File: config.mk
export PLATFORM = sky130hd
export DESIGN_NAME = gth_link_bringup_ctrl
export DESIGN_NICKNAME = d
export VERILOG_FILES = /design/src/rtl/gth_bringup_pkg.sv /design/src/rtl/gth_bringup_sync.sv /design/src/rtl/gth_link_bringup_ctrl.sv
export SDC_FILE = /design/constraint.sdc
export NUM_CORES = 1
export LEC_CHECK = 0
export ABC_AREA = 1
export CAP_MARGIN = 20
export CORE_ASPECT_RATIO = 1.2
export CORE_MARGIN = 2
export CORE_UTILIZATION = 51
export CTS_BUF_LIST = sky130_fd_sc_hd__clkbuf_16
export CTS_CLUSTER_DIAMETER = 80
export CTS_CLUSTER_SIZE = 14
export DETAILED_ROUTE_END_ITERATION = 12
export HOLD_SLACK_MARGIN = 0.08
export PLACE_DENSITY = 0.85
export SLEW_MARGIN = 20
export SYNTH_ARGS = -nofsm -noshare
export SYNTH_HDL_FRONTEND = slang
export SYNTH_SLANG_ARGS = --single-unit
File: constraint.sdc
create_clock -name i_s_axi_clk -period 1.95 [get_ports i_s_axi_clk]
set_input_delay 0.585 -clock i_s_axi_clk [delete_from_list [all_inputs] [get_ports i_s_axi_clk]]
set_output_delay 0.585 -clock i_s_axi_clk [all_outputs]
set_load 0.005 [all_outputs]
File: src/rtl/gth_bringup_pkg.sv
// Shared types and constants for the GTH link bring-up sequencer.
// The state encoding is also exported raw on the debug port.
package gth_bringup_pkg;

    typedef enum logic [3:0] {
        IDLE        = 4'd0,
        WAIT_PWR    = 4'd1,
        ASSERT_RST  = 4'd2,
        WAIT_TXDONE = 4'd3,
        WAIT_CLK    = 4'd4,
        RELEASE     = 4'd5,
        UP          = 4'd6,
        FAIL        = 4'd7,
        BACKOFF     = 4'd8,
        FAULT       = 4'd9
    } state_t;

    // Cycles the user clock runs before the pixel domain leaves reset.
    localparam int RELEASE_HOLD_CYCLES = 16;

endpackage

File: src/rtl/gth_bringup_sync.sv
// Plain flop-chain synchronizer for quasi-static status inputs.
// Each bit is synchronized independently; clears to 0 on reset.
module gth_bringup_sync #(
    parameter int WIDTH  = 1,
    parameter int STAGES = 2
) (
    input  logic             i_clk,
    input  logic             i_rst,
    input  logic [WIDTH-1:0] i_async,
    output logic [WIDTH-1:0] o_sync
);
    logic [WIDTH-1:0] r_chain [STAGES];

    always_ff @(posedge i_clk or posedge i_rst) begin
        if (i_rst) begin
            for (int i = 0; i < STAGES; i++) r_chain[i] <= '0;
        end else begin
            r_chain[0] <= i_async;
            for (int i = 1; i < STAGES; i++) r_chain[i] <= r_chain[i-1];
        end
    end

    assign o_sync = r_chain[STAGES-1];

endmodule

File: src/rtl/gth_link_bringup_ctrl.sv
// Bring-up and recovery sequencer for the 3-lane GTH TMDS serializer: power, GT reset,
// TX done, user-clock lock, pixel release, then link watch with bounded retries.
module gth_link_bringup_ctrl
    import gth_bringup_pkg::*;
#(
    parameter int NUM_LANES          = 3,
    parameter int RESET_PULSE_CYCLES = 10,
    parameter int TIMEOUT_CYCLES     = 1250000,
    parameter int BACKOFF_CYCLES     = 12500,
    parameter int MAX_RETRIES        = 3,
    parameter int SYNC_STAGES        = 2
) (
    input  logic                 i_s_axi_clk,
    input  logic                 i_reset,
    input  logic                 i_enable,
    input  logic                 i_clear_fault,
    input  logic                 i_freerun_locked,
    input  logic                 i_usrclk_locked,
    input  logic [NUM_LANES-1:0] i_gtpowergood,
    input  logic [NUM_LANES-1:0] i_txpmaresetdone,
    input  logic                 i_tx_reset_done,
    output logic                 o_gt_reset_all,
    output logic                 o_userclk_tx_active,
    output logic                 o_pixel_resetn,
    output logic                 o_link_up,
    output logic                 o_fault,
    output logic [1:0]           o_retry_count,
    output logic [3:0]           o_state_dbg
);
    localparam int         TMR_W     = $clog2(TIMEOUT_CYCLES + 1);
    localparam logic [1:0] RETRY_MAX = 2'(MAX_RETRIES);

    logic [2:0]           w_ctl_s;
    logic [NUM_LANES-1:0] w_pg_s, w_pma_s;
    logic                 w_freerun_s, w_usrclk_s, w_txdone_s;
    logic                 w_pwr_ok, w_pma_ok, w_tmr_done;
    state_t               r_state, w_state_next;
    logic [TMR_W-1:0]     r_tmr, w_tmr_load;
    logic [1:0]           r_retry, w_retry_inc;
    logic                 w_gt_reset_all, w_userclk_tx_active, w_pixel_resetn, w_link_up, w_fault;
    logic                 r_gt_reset_all, r_userclk_tx_active, r_pixel_resetn, r_link_up, r_fault;

    gth_bringup_sync #(.WIDTH(3), .STAGES(SYNC_STAGES)) u_sync_ctl (
        .i_clk   (i_s_axi_clk),
        .i_rst   (i_reset),
        .i_async ({i_freerun_locked, i_usrclk_locked, i_tx_reset_done}),
        .o_sync  (w_ctl_s)
    );

    gth_bringup_sync #(.WIDTH(NUM_LANES), .STAGES(SYNC_STAGES)) u_sync_pg (
        .i_clk   (i_s_axi_clk),
        .i_rst   (i_reset),
        .i_async (i_gtpowergood),
        .o_sync  (w_pg_s)
    );

    gth_bringup_sync #(.WIDTH(NUM_LANES), .STAGES(SYNC_STAGES)) u_sync_pma (
        .i_clk   (i_s_axi_clk),
        .i_rst   (i_reset),
        .i_async (i_txpmaresetdone),
        .o_sync  (w_pma_s)
    );

    assign {w_freerun_s, w_usrclk_s, w_txdone_s} = w_ctl_s;
    assign w_pwr_ok    = &w_pg_s;
    assign w_pma_ok    = &w_pma_s;
    assign w_tmr_done  = (r_tmr == '0);
    assign w_retry_inc = (r_retry == RETRY_MAX) ? r_retry : r_retry + 2'd1;

    always_ff @(posedge i_s_axi_clk or posedge i_reset) begin
        if (i_reset) r_state <= IDLE;
        else         r_state <= w_state_next;
    end

    // Success is tested before timeout so a late success still counts.
    always_comb begin
        w_state_next = r_state;
        if (r_state != FAULT && !i_enable) begin
            w_state_next = IDLE;
        end else begin
            case (r_state)
                IDLE:        w_state_next = WAIT_PWR;
                WAIT_PWR:    if (w_pwr_ok && w_freerun_s)   w_state_next = ASSERT_RST;
                             else if (w_tmr_done)           w_state_next = FAIL;
                ASSERT_RST:  if (w_tmr_done)                w_state_next = WAIT_TXDONE;
                WAIT_TXDONE: if (w_txdone_s && w_pma_ok)    w_state_next = WAIT_CLK;
                             else if (w_tmr_done)           w_state_next = FAIL;
                WAIT_CLK:    if (w_usrclk_s)                w_state_next = RELEASE;
                             else if (w_tmr_done)           w_state_next = FAIL;
                RELEASE:     if (w_tmr_done)                w_state_next = UP;
                UP:          if (!(w_pwr_ok && w_usrclk_s && w_txdone_s)) w_state_next = FAIL;
                FAIL:        w_state_next = (w_retry_inc == RETRY_MAX) ? FAULT : BACKOFF;
                BACKOFF:     if (w_tmr_done)                w_state_next = WAIT_PWR;
                FAULT:       if (i_clear_fault)             w_state_next = IDLE;
                default:     w_state_next = IDLE;
            endcase
        end
    end

    // Timer holds (duration - 1) on entry, so a state lasts exactly its duration.
    always_comb begin
        w_tmr_load = '0;
        case (w_state_next)
            WAIT_PWR, WAIT_TXDONE, WAIT_CLK: w_tmr_load = TMR_W'(TIMEOUT_CYCLES - 1);
            ASSERT_RST:                      w_tmr_load = TMR_W'(RESET_PULSE_CYCLES - 1);
            RELEASE:                         w_tmr_load = TMR_W'(RELEASE_HOLD_CYCLES - 1);
            BACKOFF:                         w_tmr_load = TMR_W'(BACKOFF_CYCLES - 1);
            default:                         w_tmr_load = '0;
        endcase
    end

    always_ff @(posedge i_s_axi_clk or posedge i_reset) begin
        if (i_reset)                     r_tmr <= '0;
        else if (w_state_next != r_state) r_tmr <= w_tmr_load;
        else if (!w_tmr_done)            r_tmr <= r_tmr - TMR_W'(1);
    end

    always_ff @(posedge i_s_axi_clk or posedge i_reset) begin
        if (i_reset)
            r_retry <= '0;
        else if (r_state == FAIL)
            r_retry <= w_retry_inc;
        else if ((r_state == RELEASE && w_state_next == UP) ||
                 (r_state == FAULT && w_state_next == IDLE))
            r_retry <= '0;
    end

    // Outputs decode the upcoming state so they change on the same edge as the state.
    always_comb begin
        w_gt_reset_all      = (w_state_next == ASSERT_RST);
        w_userclk_tx_active = (w_state_next == RELEASE) || (w_state_next == UP);
        w_pixel_resetn      = (w_state_next == UP);
        w_link_up           = (w_state_next == UP);
        w_fault             = (w_state_next == FAULT);
    end

    always_ff @(posedge i_s_axi_clk or posedge i_reset) begin
        if (i_reset) begin
            r_gt_reset_all      <= 1'b0;
            r_userclk_tx_active <= 1'b0;
            r_pixel_resetn      <= 1'b0;
            r_link_up           <= 1'b0;
            r_fault             <= 1'b0;
        end else begin
            r_gt_reset_all      <= w_gt_reset_all;
            r_userclk_tx_active <= w_userclk_tx_active;
            r_pixel_resetn      <= w_pixel_resetn;
            r_link_up           <= w_link_up;
            r_fault             <= w_fault;
        end
    end

    assign o_gt_reset_all      = r_gt_reset_all;
    assign o_userclk_tx_active = r_userclk_tx_active;
    assign o_pixel_resetn      = r_pixel_resetn;
    assign o_link_up           = r_link_up;
    assign o_fault             = r_fault;
    assign o_retry_count       = r_retry;
    assign o_state_dbg         = r_state;

endmodule

==> flow_summary.ini <==
[outcome]
status = finished, violations left
failed_checks = setup timing

[timing]
rsz0062_at_grt = yes
final-setup-viol-count = 26
tns_ns = -7.069
layout_worst_path_cycle_share_pct = 121.2
relSlewSlack_pct = 77.77
clock_skew_ns = 0.007918
finalCriticalPeriod_ns = 2.364
drv_slew = 0
layout_setup_ws_ns = -0.4137
fmax_ghz = 0.4231
hold_viol_final = 0
worst_slew_pin_slew_ns = 0.3299

[synthesis]
synth_top_area_cell = dfrtp_1
syn-instance-count = 308
synth_top_area_share_pct = 47.37
ys_seq_elements = 49
ys_warn_count = 0
synth_common_cells = nand2_1, dfrtp_1, nor2_1, inv_1, nand3_1
synth_edf_count = 0
ys_async_sr_fraction_pct = 100.0
syn_area_per_cell_um2 = 8.405
netlist-cell-type-count = 34
yosysSeqAreaShare_pct = 47.37
yosys.cell_count.top_type = nand2_1
synth_area_leaders = dfrtp_1, nand2_1, nor2_1, inv_1, nand4_1
syn_nets = 322
synth_flop_cell = dfrtp_1
synth_area_um2 = 2589

[worst_setup_path]
start_kind = register
r2r-start = r_tmr[16]
path_max_fanout = 6
reg2reg_slack_ns = -0.41
crit_type = reg -> reg
worstRegToRegCells = 15
end_kind = register
cp_data_required_time_ns = 2.14
crit_arrival_ns = 2.55
r2r-end = r_tmr[0]

[cells_and_area]
fillCellCount = 308
fin_cells = 479
layout.nets = 432
area_growth_pct = 47.70
drive_gt1_share_pct = 38.90
diodes = 0
finalInstanceArea_um2 = 3824

[cts]
numCtsBuffers = 5
clkTransAtPathRegs_ns = 0.07
htree_num_levels = 2
clock_latency_ns = 0.30
clockRootBuffer = clkbuf_16
cts_tree = yes
cts.sinks = 49
cts_max_path_buffers = 2

[hold_path]
min_from = u_sync_pg.r_chain[4]
min_path_cells = 0
hold_path_class = reg -> reg
min_to = u_sync_pg.o_sync[1]

[power]
intPower_w = 0.002759
leakage_nw = 1.940
clock_power_share_pct = 20.3
combPwrFrac_pct = 49.8
switchingPower_w = 0.001751
max-vdd-ir-drop_mv = 0.6998
netSwitchingFraction_pct = 38.82
p_seq_share_pct = 30.0
p_per_area_nw_per_um2 = 1180

[route]
drtAntennaViolNets = 0
avgViaCountPerCell = 5.603
drtPass1Iterations = 5
post-route-drc-count = 0
totalWireLength_mm = 8.409
drt-wirelength-per-cell_um = 17.56
dr_total_vias = 2684
drtIter0Drc = 306

[grt]
grt_pass1_vias = 2736
antenna_found_initial = 0
grt_pass1_wl_mm = 12.25
grt_max_degree = 50
grtUsageTotal_pct = 27.81
grt-ovfl-total = 0

[placed_design]
placed_area_um2 = 3453
place_inst = 456
dp_hpwl_mm = 4.917
gp_congestion = 0.9025
dpl_worst_slack_ns = -0.4205
port-buffer-count = 23

[floorplan]
die_width_um = 69.04
core_um2 = 4905
rows = 28
dieArea_um2 = 5664
start_util_pct = 52.78
io_pins = 24
die_y_um = 82.05

[run]
max-cap-violations = 0
==> metal layers <==
metal  wire [um]  part of all wire (%)  track usage, %  vias up
met1        2894                    34           28.67     1249
met2        4557                    54           53.08      171
met4         439                   5.2           15.69        0
met3         518                   6.2           5.521       45
met5           0                     0               0        -
li1            -                     -               -     1219
==> timing repair <==
item,CTS,global route
pin swaps,4,14
cloned,1,0
buffers inserted,8,6
hold buffers,0,0
resized for setup,23,23
setup endpoints to repair,26,28
==> worst max-delay path, stage by stage (launching register included) <==
cell and delay [ns]:
dfrtp_1 0.39, nor2_1 0.18, nand2_1 0.15, nor2_2 0.18, nand3_4 0.15, nand3_1 0.14, nand2_2 0.09, nand2_1 0.11
buf_4 0.14, inv_1 0.06, nand3_1 0.15, nand2_1 0.11, o21ai_1 0.17, nand2_1 0.09, nand2_2 0.08, nand2_2 0.06
==> cell type report <==
cell class	instances	area, um^2	area share, %
Multi-Input combinational cell	215	1305	34.13
Sequential cell	49	1231	32.20
Timing Repair Buffer	109	918.4	24.02
Inverter	38	142.6	3.730
Clock buffer	5	125.1	3.272
Tap cell	60	75.07	1.963
Clock inverter	3	26.28	0.6872
==> cells by family after synthesis <==
| kind of cell | count (synthesis) | share of synthesized area, % |
|---|---|---|
| compound gates | 31 | 6.767 |
| flops | 49 | 47.37 |
| xor+xnor | 16 | 5.704 |
| simple gates | 166 | 32.04 |
| fa+ha+maj | 1 | 0.4832 |
| buf+inv | 45 | 7.637 |
==> worst max-delay path by stage <==
stage,from,end,cells after the start
after floorplan,r_tmr[0],r_tmr[12],16
after global placement,i_clear_fault,r_tmr[7],13
after detailed placement,i_clear_fault,o_retry_count[1],13
after CTS,r_tmr[1],r_tmr[12],16
after global routing,r_tmr[16],r_tmr[17],14
final,r_tmr[16],r_tmr[0],15
==> registers in the layout (all words and copies together), names as in the netlist <==
| name | cells |
|---|---|
| o_retry_count | 2 |
| u_sync_ctl.o_sync | 3 |
| o_link_up | 1 |
| u_sync_pma.r_chain | 3 |
| o_fault | 1 |
| o_userclk_tx_active | 1 |
| r_tmr | 21 |
| o_gt_reset_all | 1 |
| u_sync_pg.o_sync | 3 |
| o_state_dbg | 4 |
| u_sync_ctl.r_chain | 3 |
| u_sync_pma.o_sync | 3 |
| u_sync_pg.r_chain | 3 |
==> power by group through the flow <==
stage,registers (W),logic [W],clock network (W)
2_1_floorplan,0.00137,0.00106,0
3_3_place_gp,0.00133,0.00181,0
3_5_place_dp,0.00135,0.00188,0
4_1_cts,0.00133,0.00204,0.000918
5_1_grt,0.00137,0.00241,0.000960
6_report,0.00135,0.00224,0.000914
==> per-stage QoR <==
stage | hold WS, ns | utilization (%) | total power [W]
detailed placement | 0.3347 | 70.41 | 0.003226
finish | 0.3465 | 77.96 | 0.004510
global route | 0.3595 | 77.96 | 0.004740
CTS | 0.3492 | 76.05 | 0.004286
floorplan | 0.3312 | - | 0.002429
global placement | 0.3331 | 70.41 | 0.003141
==> placed cells by master, fill, tap and decap left out, types with 2 or more instances in the layout <==
cell type,n
nand2_2,15
inv_2,9
nand3_4,2
dfrtp_2,4
o21ai_1,8
o21ai_0,4
nor3_1,7
nand2_4,6
nor2_1,37
buf_4,82
nand3_1,15
nor2_4,3
nor2_2,13
nand4_1,15
a21oi_1,11
buf_12,3
xnor2_1,6
nor3_2,3
nand2_1,42
xor2_1,9
nand3_2,4
dfrtp_1,45
clkbuf_16,5
a21oi_2,4
inv_1,29
clkdlybuf4s50_1,21
inv_6,3
No activity file was read; power rests on OpenSTA's default activity.
